$ cat src/rtl/edge_pkg.sv
// Shared types and constants for the edge_to_level block.
package edge_pkg;

    typedef enum logic [1:0] {
        LOW_IDLE  = 2'd0,
        HOLD_HIGH = 2'd1,
        HIGH_IDLE = 2'd2,
        HOLD_LOW  = 2'd3
    } state_e;

    localparam int unsigned DEFAULT_HOLD_CYCLES = 10_000_000;
    localparam int unsigned CLK_FREQ_HZ         = 100_000_000;
    localparam int unsigned DEFAULT_CNT_W       = 24;

endpackage

$ cat src/rtl/edge_to_level_hold_counter.sv
// Loadable down-counter that stops at zero and flags it.
module hold_counter #(
    parameter int unsigned CNT_W = 24
) (
    input  logic             clk,
    input  logic             reset,
    input  logic             load_i,
    input  logic [CNT_W-1:0] load_val_i,
    input  logic             dec_i,
    output logic             zero_c_o
);

    logic [CNT_W-1:0] cnt_q;
    logic [CNT_W-1:0] cnt_d;

    always_comb begin
        cnt_d = cnt_q;
        if (load_i) begin
            cnt_d = load_val_i;
        end else if (dec_i && (cnt_q != '0)) begin
            cnt_d = cnt_q - CNT_W'(1);
        end
    end

    always_ff @(posedge clk) begin
        if (reset) begin
            cnt_q <= '0;
        end else begin
            cnt_q <= cnt_d;
        end
    end

    assign zero_c_o = (cnt_q == '0);

endmodule

$ cat src/rtl/edge_to_level.sv
// Rebuilds a level from rise/fall strobes, holding each level for a minimum time.
// Optional EDGE_TO_LEVEL_STATUS_EN adds a saturating droppedCount status output.
module edge_to_level
    import edge_pkg::*;
#(
    parameter int unsigned MIN_HOLD_CYCLES = DEFAULT_HOLD_CYCLES,
    parameter int unsigned CNT_W           = DEFAULT_CNT_W
) (
    input  logic       clk,
    input  logic       reset,
    input  logic       risingEdge,
    input  logic       fallingEdge,
    output logic       levelOut,
    output logic       busy,
    output logic       pending
`ifdef EDGE_TO_LEVEL_STATUS_EN
    ,
    output logic [7:0] droppedCount
`endif
);

    localparam logic [CNT_W-1:0] HOLD_LOAD = CNT_W'(MIN_HOLD_CYCLES - 1);

    state_e state_q, state_d;
    logic   pending_q, pending_d;
    logic   level_q, busy_q;
    logic   load_c, dec_c, zero_c;
    logic   rise_c, fall_c;
`ifdef EDGE_TO_LEVEL_STATUS_EN
    logic   cancel_c;
`endif

    // Simultaneous strobes are a glitch and act as neither edge.
    assign rise_c = risingEdge & ~fallingEdge;
    assign fall_c = fallingEdge & ~risingEdge;

    hold_counter #(
        .CNT_W(CNT_W)
    ) u_hold_counter (
        .clk       (clk),
        .reset     (reset),
        .load_i    (load_c),
        .load_val_i(HOLD_LOAD),
        .dec_i     (dec_c),
        .zero_c_o  (zero_c)
    );

    // Strobes update pending first, so expiry sees the strobe of its own cycle.
    always_comb begin
        state_d   = state_q;
        pending_d = pending_q;
        load_c    = 1'b0;
        dec_c     = 1'b0;
`ifdef EDGE_TO_LEVEL_STATUS_EN
        cancel_c  = 1'b0;
`endif
        case (state_q)
            LOW_IDLE: begin
                if (rise_c) begin
                    state_d = HOLD_HIGH;
                    load_c  = 1'b1;
                end
            end
            HIGH_IDLE: begin
                if (fall_c) begin
                    state_d = HOLD_LOW;
                    load_c  = 1'b1;
                end
            end
            HOLD_HIGH: begin
                dec_c = ~zero_c;
                if (fall_c) begin
                    pending_d = 1'b1;
                end else if (rise_c && pending_q) begin
                    pending_d = 1'b0;
`ifdef EDGE_TO_LEVEL_STATUS_EN
                    cancel_c  = 1'b1;
`endif
                end
                if (zero_c) begin
                    if (pending_d) begin
                        state_d   = HOLD_LOW;
                        pending_d = 1'b0;
                        load_c    = 1'b1;
                    end else begin
                        state_d = HIGH_IDLE;
                    end
                end
            end
            HOLD_LOW: begin
                dec_c = ~zero_c;
                if (rise_c) begin
                    pending_d = 1'b1;
                end else if (fall_c && pending_q) begin
                    pending_d = 1'b0;
`ifdef EDGE_TO_LEVEL_STATUS_EN
                    cancel_c  = 1'b1;
`endif
                end
                if (zero_c) begin
                    if (pending_d) begin
                        state_d   = HOLD_HIGH;
                        pending_d = 1'b0;
                        load_c    = 1'b1;
                    end else begin
                        state_d = LOW_IDLE;
                    end
                end
            end
            default: begin
                state_d   = LOW_IDLE;
                pending_d = 1'b0;
            end
        endcase
    end

    always_ff @(posedge clk) begin
        if (reset) begin
            state_q   <= LOW_IDLE;
            pending_q <= 1'b0;
            level_q   <= 1'b0;
            busy_q    <= 1'b0;
        end else begin
            state_q   <= state_d;
            pending_q <= pending_d;
            level_q   <= (state_d == HOLD_HIGH) || (state_d == HIGH_IDLE);
            busy_q    <= (state_d == HOLD_HIGH) || (state_d == HOLD_LOW);
        end
    end

    assign levelOut = level_q;
    assign busy     = busy_q;
    assign pending  = pending_q;

`ifdef EDGE_TO_LEVEL_STATUS_EN
    logic [7:0] dropped_q;

    // Counts glitch cycles and cancelled edge pairs, saturating at 255.
    always_ff @(posedge clk) begin
        if (reset) begin
            dropped_q <= 8'd0;
        end else if (((risingEdge & fallingEdge) | cancel_c) && (dropped_q != 8'hFF)) begin
            dropped_q <= dropped_q + 8'd1;
        end
    end

    assign droppedCount = dropped_q;
`else
    // Status counter not present in this build.
`endif

endmodule

$ cat config.mk
export PLATFORM = sky130hd
export DESIGN_NAME = edge_to_level
export DESIGN_NICKNAME = d
export VERILOG_FILES = /design/src/rtl/edge_pkg.sv /design/src/rtl/edge_to_level_hold_counter.sv /design/src/rtl/edge_to_level.sv
export SDC_FILE = /design/constraint.sdc
export NUM_CORES = 1
export LEC_CHECK = 0
export BUFFER_PORTS_ARGS = -buffer_cell sky130_fd_sc_hd__buf_2
export CELL_PAD_IN_SITES_DETAIL_PLACEMENT = 1
export CELL_PAD_IN_SITES_GLOBAL_PLACEMENT = 1
export CORE_ASPECT_RATIO = 0.5
export CORE_MARGIN = 3
export CORE_UTILIZATION = 46
export DETAILED_ROUTE_END_ITERATION = 8
export PLACE_DENSITY_LB_ADDON = 0.1
export SLEW_MARGIN = 20
export SYNTH_ARGS = -nofsm -noshare
export SYNTH_HDL_FRONTEND = slang
export SYNTH_SLANG_ARGS = --single-unit
$ cat constraint.sdc
create_clock -name clk -period 2.3 [get_ports clk]
set_input_delay 0.46 -clock clk [delete_from_list [all_inputs] [get_ports clk]]
set_output_delay 0.46 -clock clk [all_outputs]
set_load 0.005 [all_outputs]
==> results of run 1 <==
registers in the layout, summed over array words and instances (netlist names):
| register | count |
|---|---|
| pending | 1 |
| state_q | 2 |
| u_hold_counter.cnt_q | 24 |
| levelOut | 1 |
cell type report:
cell class	instances	area [um^2]	share of cell area
Clock buffer	4	55.1	0.0320
Inverter	5	18.8	0.0109
Multi-Input combinational cell	138	928	0.540
Sequential cell	28	561	0.326
Tap cell	40	50.0	0.0291
Timing Repair Buffer	16	105	0.0612
cell usage after synthesis, types with 2 or more instances:
| master | count |
|---|---|
| a211oi_1 | 2 |
| a21oi_1 | 19 |
| a311oi_1 | 2 |
| a31oi_1 | 3 |
| buf_2 | 2 |
| clkbuf_1 | 5 |
| dfxtp_1 | 28 |
| ha_1 | 2 |
| inv_1 | 5 |
| nand2_1 | 6 |
| nand3_1 | 3 |
| nand4_1 | 6 |
| nor2_1 | 16 |
| nor2b_1 | 5 |
| nor3_1 | 7 |
| nor3b_1 | 3 |
| nor4_1 | 3 |
| o2111ai_1 | 2 |
| o21ai_0 | 7 |
| o31ai_1 | 4 |
| or3_1 | 6 |
| or4_1 | 3 |
| xnor2_1 | 11 |
| xor2_1 | 4 |
routing by layer:
metal	vias to the layer above	wire, um	track usage	share of wire
met3	4	176	0.0508	0.044
met5	-	0	0	0
li1	697	-	-	-
met2	23	1710	0.314	0.43
met4	0	27	0.0422	0.0068
met1	672	2050	0.305	0.52
worst reg2reg max path: cells and delay by family (launching register included):
family | cells | cell delay, ns
buffers and inverters | 1 | 0.27
AO/OA/AOI/OAI | 1 | 0.09
AND/OR/NAND/NOR | 3 | 1.14
XOR/XNOR | 1 | 0.17
flip-flops | 1 | 0.35
metrics by stage:
stage | hold slack (ns) | total power [uW] | worst slack (ns) | util
6_report | 0.492 | 1190 | 0.157 | 0.551
5_1_grt | 0.512 | 1250 | 0.00969 | 0.551
4_1_cts | 0.497 | 1190 | 0.176 | 0.551
3_5_place_dp | 0.478 | 878 | 0.231 | 0.533
3_3_place_gp | 0.469 | 868 | 0.290 | 0.533
2_1_floorplan | 0.448 | 787 | 0.446 | -
worst max-delay path by stage:
stage / slack [ns] / startpoint / end
6_report: 0.16 / u_hold_counter.cnt_q[9]$_SDFFE_PP0P_ / u_hold_counter.cnt_q[19]$_SDFFE_PP0P_
5_1_grt: 0.01 / u_hold_counter.cnt_q[19]$_SDFFE_PP0P_ / u_hold_counter.cnt_q[16]$_SDFFE_PP0P_
4_1_cts: 0.18 / u_hold_counter.cnt_q[9]$_SDFFE_PP0P_ / u_hold_counter.cnt_q[19]$_SDFFE_PP0P_
3_5_place_dp: 0.23 / u_hold_counter.cnt_q[0]$_SDFFE_PP0P_ / u_hold_counter.cnt_q[17]$_SDFFE_PP0P_
3_3_place_gp: 0.29 / u_hold_counter.cnt_q[0]$_SDFFE_PP0P_ / u_hold_counter.cnt_q[22]$_SDFFE_PP0P_
2_1_floorplan: 0.45 / u_hold_counter.cnt_q[16]$_SDFFE_PP0P_ / u_hold_counter.cnt_q[11]$_SDFFE_PP0P_
cells by family after synthesis:
family / Yosys count / share of synthesized area
simple gates: 71 / 0.278
compound gates: 50 / 0.218
flops: 28 / 0.360
xor+xnor: 15 / 0.0845
buf+inv: 14 / 0.0426
fa+ha+maj: 2 / 0.0161
power groups by stage:
| stage | logic (uW) | clock network (uW) | registers, uW |
|---|---|---|---|
| 2_1_floorplan | 221 | 0 | 565 |
| 3_3_place_gp | 298 | 0 | 570 |
| 3_5_place_dp | 306 | 0 | 572 |
| 4_1_cts | 311 | 321 | 561 |
| 5_1_grt | 350 | 337 | 567 |
| 6_report | 313 | 317 | 561 |
==> impl_metrics.json, run 1 <==
{
  "status": "completed",
  "swShare": 0.332,
  "hp-class": "reg -> reg",
  "antenna_cells": 0,
  "cts.sinks": 28,
  "place_inst": 227,
  "period_share": 0.932,
  "fin_nets": 198,
  "cp_data_arrival_time_ns": 2.30,
  "syn-cell-area_um2": 1560,
  "dpl_cell_area_um2": 1660,
  "ys_seq_elements": 28,
  "clockPowerShare": 0.266,
  "r2r_start": "u_hold_counter.cnt_q[9]$_SDFFE_PP0P_",
  "cp-end-kind": "flop",
  "die-area_um2": 4160,
  "yosys-top-cells-area": "dfxtp_1, xnor2_1, a21oi_1",
  "min_from": "u_hold_counter.cnt_q[7]$_SDFFE_PP0P_",
  "num_rows": 14,
  "drive_gt1_frac": 0.162,
  "path_delay_family": "simple AND/OR/NAND/NOR gates",
  "synth.distinct_cells": 50,
  "crit_type": "reg -> reg",
  "grt_max_degree": 20,
  "hold_end": "u_hold_counter.cnt_q[7]$_SDFFE_PP0P_",
  "clk_pin_slew_ns": 0.10,
  "gp_congestion": 0.777,
  "grt_antenna_before_repair": 0,
  "grt_pass1_vias": 1296,
  "critPathBufInv": 1,
  "first_iter_violations": 62,
  "slowest_stage": "nor4_1",
  "drt-total-wl_mm": 3.96,
  "final_antenna_net_count": 0,
  "cts_resized": 0,
  "async_flop_share": 0,
  "p_leak_uw": 0.000583,
  "fin_crit_ns": 2.14,
  "crit_cells": 6,
  "instances_no_fill": 231,
  "hpwl_mm": 2.87,
  "p_seq_frac": 0.471,
  "postCtsSetupBuffers": 0,
  "finalSetupViolCount": 0,
  "ios": 7,
  "overflow": 0,
  "hold_viol_final": 0,
  "cp.required_ns": 2.46,
  "rsz0062_at_grt": "false",
  "synth_warnings": 0,
  "layout_commonest_cell": "dfxtp_1",
  "path_max_fanout": 8,
  "critical_path.cell_chain": "nor4_1, nand4_2, buf_4, nor3_1, xnor2_1, a21oi_1",
  "fmax_ghz": 0.467,
  "cts_buffer_depth": 2,
  "grt_usage": 0.208,
  "grt_pass1_wl_mm": 6.57,
  "first_pass_iters": 4,
  "worst_path_largest_cell_delay_ns": 0.53,
  "vias_per_cell": 6.04,
  "slew-limit-headroom": 0.628,
  "numCtsBuffers": 3,
  "initial_utilization": 0.499,
  "avgSynthCellArea_um2": 8.64,
  "final_design_area_no_fill_um2": 1720,
  "layout_common_cells": "dfxtp_1, a21oi_1, nor2_1",
  "worst_slew_pin_slew_ns": 0.553,
  "io_buffers": 6,
  "cts_hold_buf": 0,
  "peakVddDrop_v": 0.000277,
  "cell_internal_pwr_uw": 795,
  "rrSetupSlack_ns": 0.16,
  "setup_tns_ns": 0,
  "p_sw_uw": 395,
  "htree_levels": 1,
  "ys.flop_type": "dfxtp_1",
  "die_h_um": 47.1,
  "cp-start-kind": "flop",
  "syn_inst": 180,
  "reg2reg_to": "u_hold_counter.cnt_q[19]$_SDFFE_PP0P_",
  "synth_top_area_cell": "dfxtp_1",
  "coreArea_um2": 3120,
  "area_growth_pct": 10.5,
  "die_x_um": 88.2,
  "synth_edf_count": 0,
  "comb_power_share": 0.263,
  "slew_violations": 0,
  "powerDensity_nw_per_um2": 693,
  "drc_errors": 0,
  "insertion_delay_ns": 0.28,
  "reg2reg_depth": 6,
  "via_count": 1396,
  "fillCellCount": 389,
  "root_buffer": "clkbuf_8",
  "maxCapViolations": 0,
  "wire_per_inst_um": 17.2,
  "synth_seq_area_share": 0.360,
  "cts_tree": "yes",
  "whs_path_depth": 2,
  "skew_ns": 0.00504,
  "synth_top_area_frac": 0.360,
  "synth_fp_nets": 186
}
(Power assumes the default switching activity.)
==> run 2, diff against run 1 <==
--- a/config.mk
+++ b/config.mk
@@ -5,12 +5,14 @@
 export SDC_FILE = /design/constraint.sdc
 export NUM_CORES = 1
 export LEC_CHECK = 0
+export ABC_AREA = 1
 export BUFFER_PORTS_ARGS = -buffer_cell sky130_fd_sc_hd__buf_2
 export CELL_PAD_IN_SITES_DETAIL_PLACEMENT = 1
 export CELL_PAD_IN_SITES_GLOBAL_PLACEMENT = 1
 export CORE_ASPECT_RATIO = 0.5
 export CORE_MARGIN = 3
-export CORE_UTILIZATION = 46
+export CORE_UTILIZATION = 43
+export CTS_BUF_LIST = sky130_fd_sc_hd__clkbuf_4 sky130_fd_sc_hd__clkbuf_8 sky130_fd_sc_hd__clkbuf_16
 export DETAILED_ROUTE_END_ITERATION = 8
 export PLACE_DENSITY_LB_ADDON = 0.1
 export SLEW_MARGIN = 20
==> run 2 against run 1 <==
Clock skew decreased by 0.0021 ns. Sequential power increased by 4.5%. Critical path depth is 4 higher. Highest routed layer unchanged. Largest power group is now combinational logic. Worst hold slack better by 0.016 ns. Clock power down 11%. Largest cell class unchanged. Worst setup slack improved by 0.13 ns. Register-to-register slack gained 0.13 ns. First-iteration DRC count increased by 53%.
==> impl_metrics.json, run 2 <==
{
  "coreArea_um2": 4060,
  "path_max_fanout": 18,
  "worst_slew_pin_slew_ns": 0.502,
  "grt_pass1_wl_mm": 9.20,
  "p_leak_uw": 0.000932,
  "first_pass_iters": 4,
  "fillCellCount": 573,
  "grt_antenna_before_repair": 0,
  "synthAdderAreaFrac": 0.0133,
  "grt_pass1_vias": 1862,
  "antenna_cells": 0,
  "synth_xor_area_frac": 0.0557,
  "crit_cells": 10,
  "maxCapViolations": 0,
  "postLayoutCoreUtil": 0.493,
  "yosysMostFrequentCell": "nand2_1",
  "avgSynthCellArea_um2": 6.22,
  "overflow": 0,
  "muxShareOfSynthArea": 0,
  "cts.sinks": 28,
  "synth.distinct_cells": 26,
  "io_buffers": 6,
  "layout_common_cells": "nand2_1, nor2_1, inv_1",
  "initial_utilization": 0.464,
  "ys_seq_elements": 28,
  "drive_gt1_frac": 0.104,
  "numCtsBuffers": 3,
  "insertion_delay_ns": 0.28,
  "p_seq_frac": 0.388,
  "synth_fp_nets": 309,
  "top_register": "u_hold_counter.cnt_q",
  "period_share": 0.874,
  "cp-end-kind": "flop",
  "hpwl_mm": 4.28,
  "fin_nets": 315,
  "finalSetupViolCount": 0,
  "p_sw_uw": 653,
  "synthTopCellsByCount": "nand2_1, nor2_1, inv_1, dfxtp_1, a21oi_1",
  "critical_path.cell_chain": "inv_1, ha_1, nand2_1, nor2_1, nand3_2, nand2_4, buf_4, nor2_1, nor2_1, a21oi_1",
  "vias_per_cell": 5.37,
  "powerDensity_nw_per_um2": 755,
  "syn_inst": 303,
  "hold_viol_final": 0,
  "swShare": 0.432,
  "synth_top_family_by_area": "simple AND/OR/NAND/NOR gates",
  "cts_buffer_depth": 2,
  "path_delay_family": "simple AND/OR/NAND/NOR gates",
  "largest_register_ffs": 24,
  "drt-total-wl_mm": 5.51,
  "hp-class": "reg -> reg",
  "die-area_um2": 5260,
  "area_growth_pct": 6.24,
  "layout_commonest_cell": "nand2_1",
  "htree_levels": 1,
  "synth_top_area_cell": "dfxtp_1",
  "crit_top_cell": "nor2_1",
  "grt_usage": 0.228,
  "ys.flop_type": "dfxtp_1",
  "skew_ns": 0.00293,
  "final_antenna_net_count": 0,
  "cell_internal_pwr_uw": 859,
  "clk_pin_slew_ns": 0.10,
  "root_buffer": "clkbuf_8",
  "multi_input_area_um2": 1140,
  "num_rows": 16,
  "cts_tree": "yes",
  "regArea_um2": 561,
  "drc_errors": 0,
  "gp_congestion": 0.889,
  "slew-limit-headroom": 0.664,
  "synth_edf_count": 0,
  "first_iter_violations": 95,
  "critPathBufInv": 2,
  "wire_per_inst_um": 15.3,
  "syn-cell-area_um2": 1890,
  "place_inst": 356,
  "rsz0062_at_grt": "false",
  "synth_warnings": 0,
  "async_flop_share": 0,
  "slowest_stage": "dfxtp_1",
  "status": "completed",
  "rrSetupSlack_ns": 0.29,
  "comb_power_share": 0.425,
  "clockPowerShare": 0.187,
  "synth_seq_area_share": 0.297,
  "fin_crit_ns": 2.01,
  "ios": 7,
  "cp-start-kind": "flop",
  "die_x_um": 99.7,
  "die_h_um": 52.8,
  "cp_data_arrival_time_ns": 2.18,
  "via_count": 1938,
  "yosys.area_share.simple": 0.463,
  "setup_tns_ns": 0,
  "synth_top_area_frac": 0.297,
  "cts_hold_buf": 0,
  "whs_path_depth": 2,
  "synth_compound_area_frac": 0.0710,
  "worst_path_largest_cell_delay_ns": 0.36,
  "top_regs": "u_hold_counter.cnt_q: 24 flops, state_q: 2 flops",
  "peakVddDrop_v": 0.000325,
  "grt_max_degree": 19,
  "reg2reg_depth": 10,
  "fmax_ghz": 0.497,
  "yosys-top-cells-area": "dfxtp_1, nand2_1, nor2_1",
  "instances_no_fill": 361,
  "cp.required_ns": 2.47,
  "crit_type": "reg -> reg",
  "slew_violations": 0
}
[run 2: cell count changes in the layout (fill, tap and decap cells not counted), sizes merged, moves of 6 or more]
cell and delta:
inv +24, nand2 +75, nand3 +18, nand4 +9
nor2 +56, nor3 -7, or3 -6
[run 2: cell families (layout without fill, tap and decap cells)]
kind of cell    after synthesis  in the layout
fa+ha+maj                     2              2
xor+xnor                     12             12
simple gates                195            195
flops                        28             28
buf+inv                      40             44
compound gates               26             26
[run 2: layout make-up]
type	count	share of cell area
inverter	30	0.0581
timing repair buffer	11	0.0400
sequential	28	0.280
tap	54	0.0337
multi-input combinational	235	0.568
clock buffer	3	0.0206
[run 2: what timing repair did]
| item | 4_1_cts | 5_1_grt |
|---|---|---|
| endpoints found under the setup margin | 0 | 2 |
| hold endpoints to repair | 0 | 0 |
| resized for setup | 0 | 1 |
| setup buffers | 0 | 2 |
[run 2: power groups by stage]
stage	Combinational, uW	Sequential [uW]	Clock [uW]
global placement	602	593	0
detailed placement	620	596	0
floorplan	485	578	0
global route	729	593	308
finish	643	586	283
CTS	626	585	291
[run 2: stage by stage]
step | hold WS, ns | power (uW) | setup WS (ns) | cell area (um^2)
after floorplan | 0.457 | 1060 | 0.770 | 1890
after CTS | 0.508 | 1500 | 0.234 | 1970
final | 0.508 | 1510 | 0.289 | 2000
after global routing | 0.533 | 1630 | 0.0619 | 2000
after detailed placement | 0.491 | 1220 | 0.261 | 1930
after global placement | 0.470 | 1200 | 0.312 | 1930
[run 2: layer usage]
metal,track usage,wire [um],vias up
met5,0,0,-
met4,0.0136,13,0
met3,0.0438,335,3
met2,0.374,2380,41
met1,0.326,2780,926
li1,-,-,968
[run 2: path summary, 6_finish.rpt]
check / startpoint / endpoint
max: u_hold_counter.cnt_q[0]$_SDFFE_PP0P_ / u_hold_counter.cnt_q[10]$_SDFFE_PP0P_
min reg2reg: pending$_SDFFE_PP0P_ / pending$_SDFFE_PP0P_
min: pending$_SDFFE_PP0P_ / pending$_SDFFE_PP0P_
max reg2reg: u_hold_counter.cnt_q[0]$_SDFFE_PP0P_ / u_hold_counter.cnt_q[10]$_SDFFE_PP0P_
[run 2: worst min-delay path: cells and delay by family (launching register included)]
family	cells	cell delay [ns]
AO/OA/AOI/OAI	1	0.06
AND/OR/NAND/NOR	1	0.07
flip-flops	1	0.34
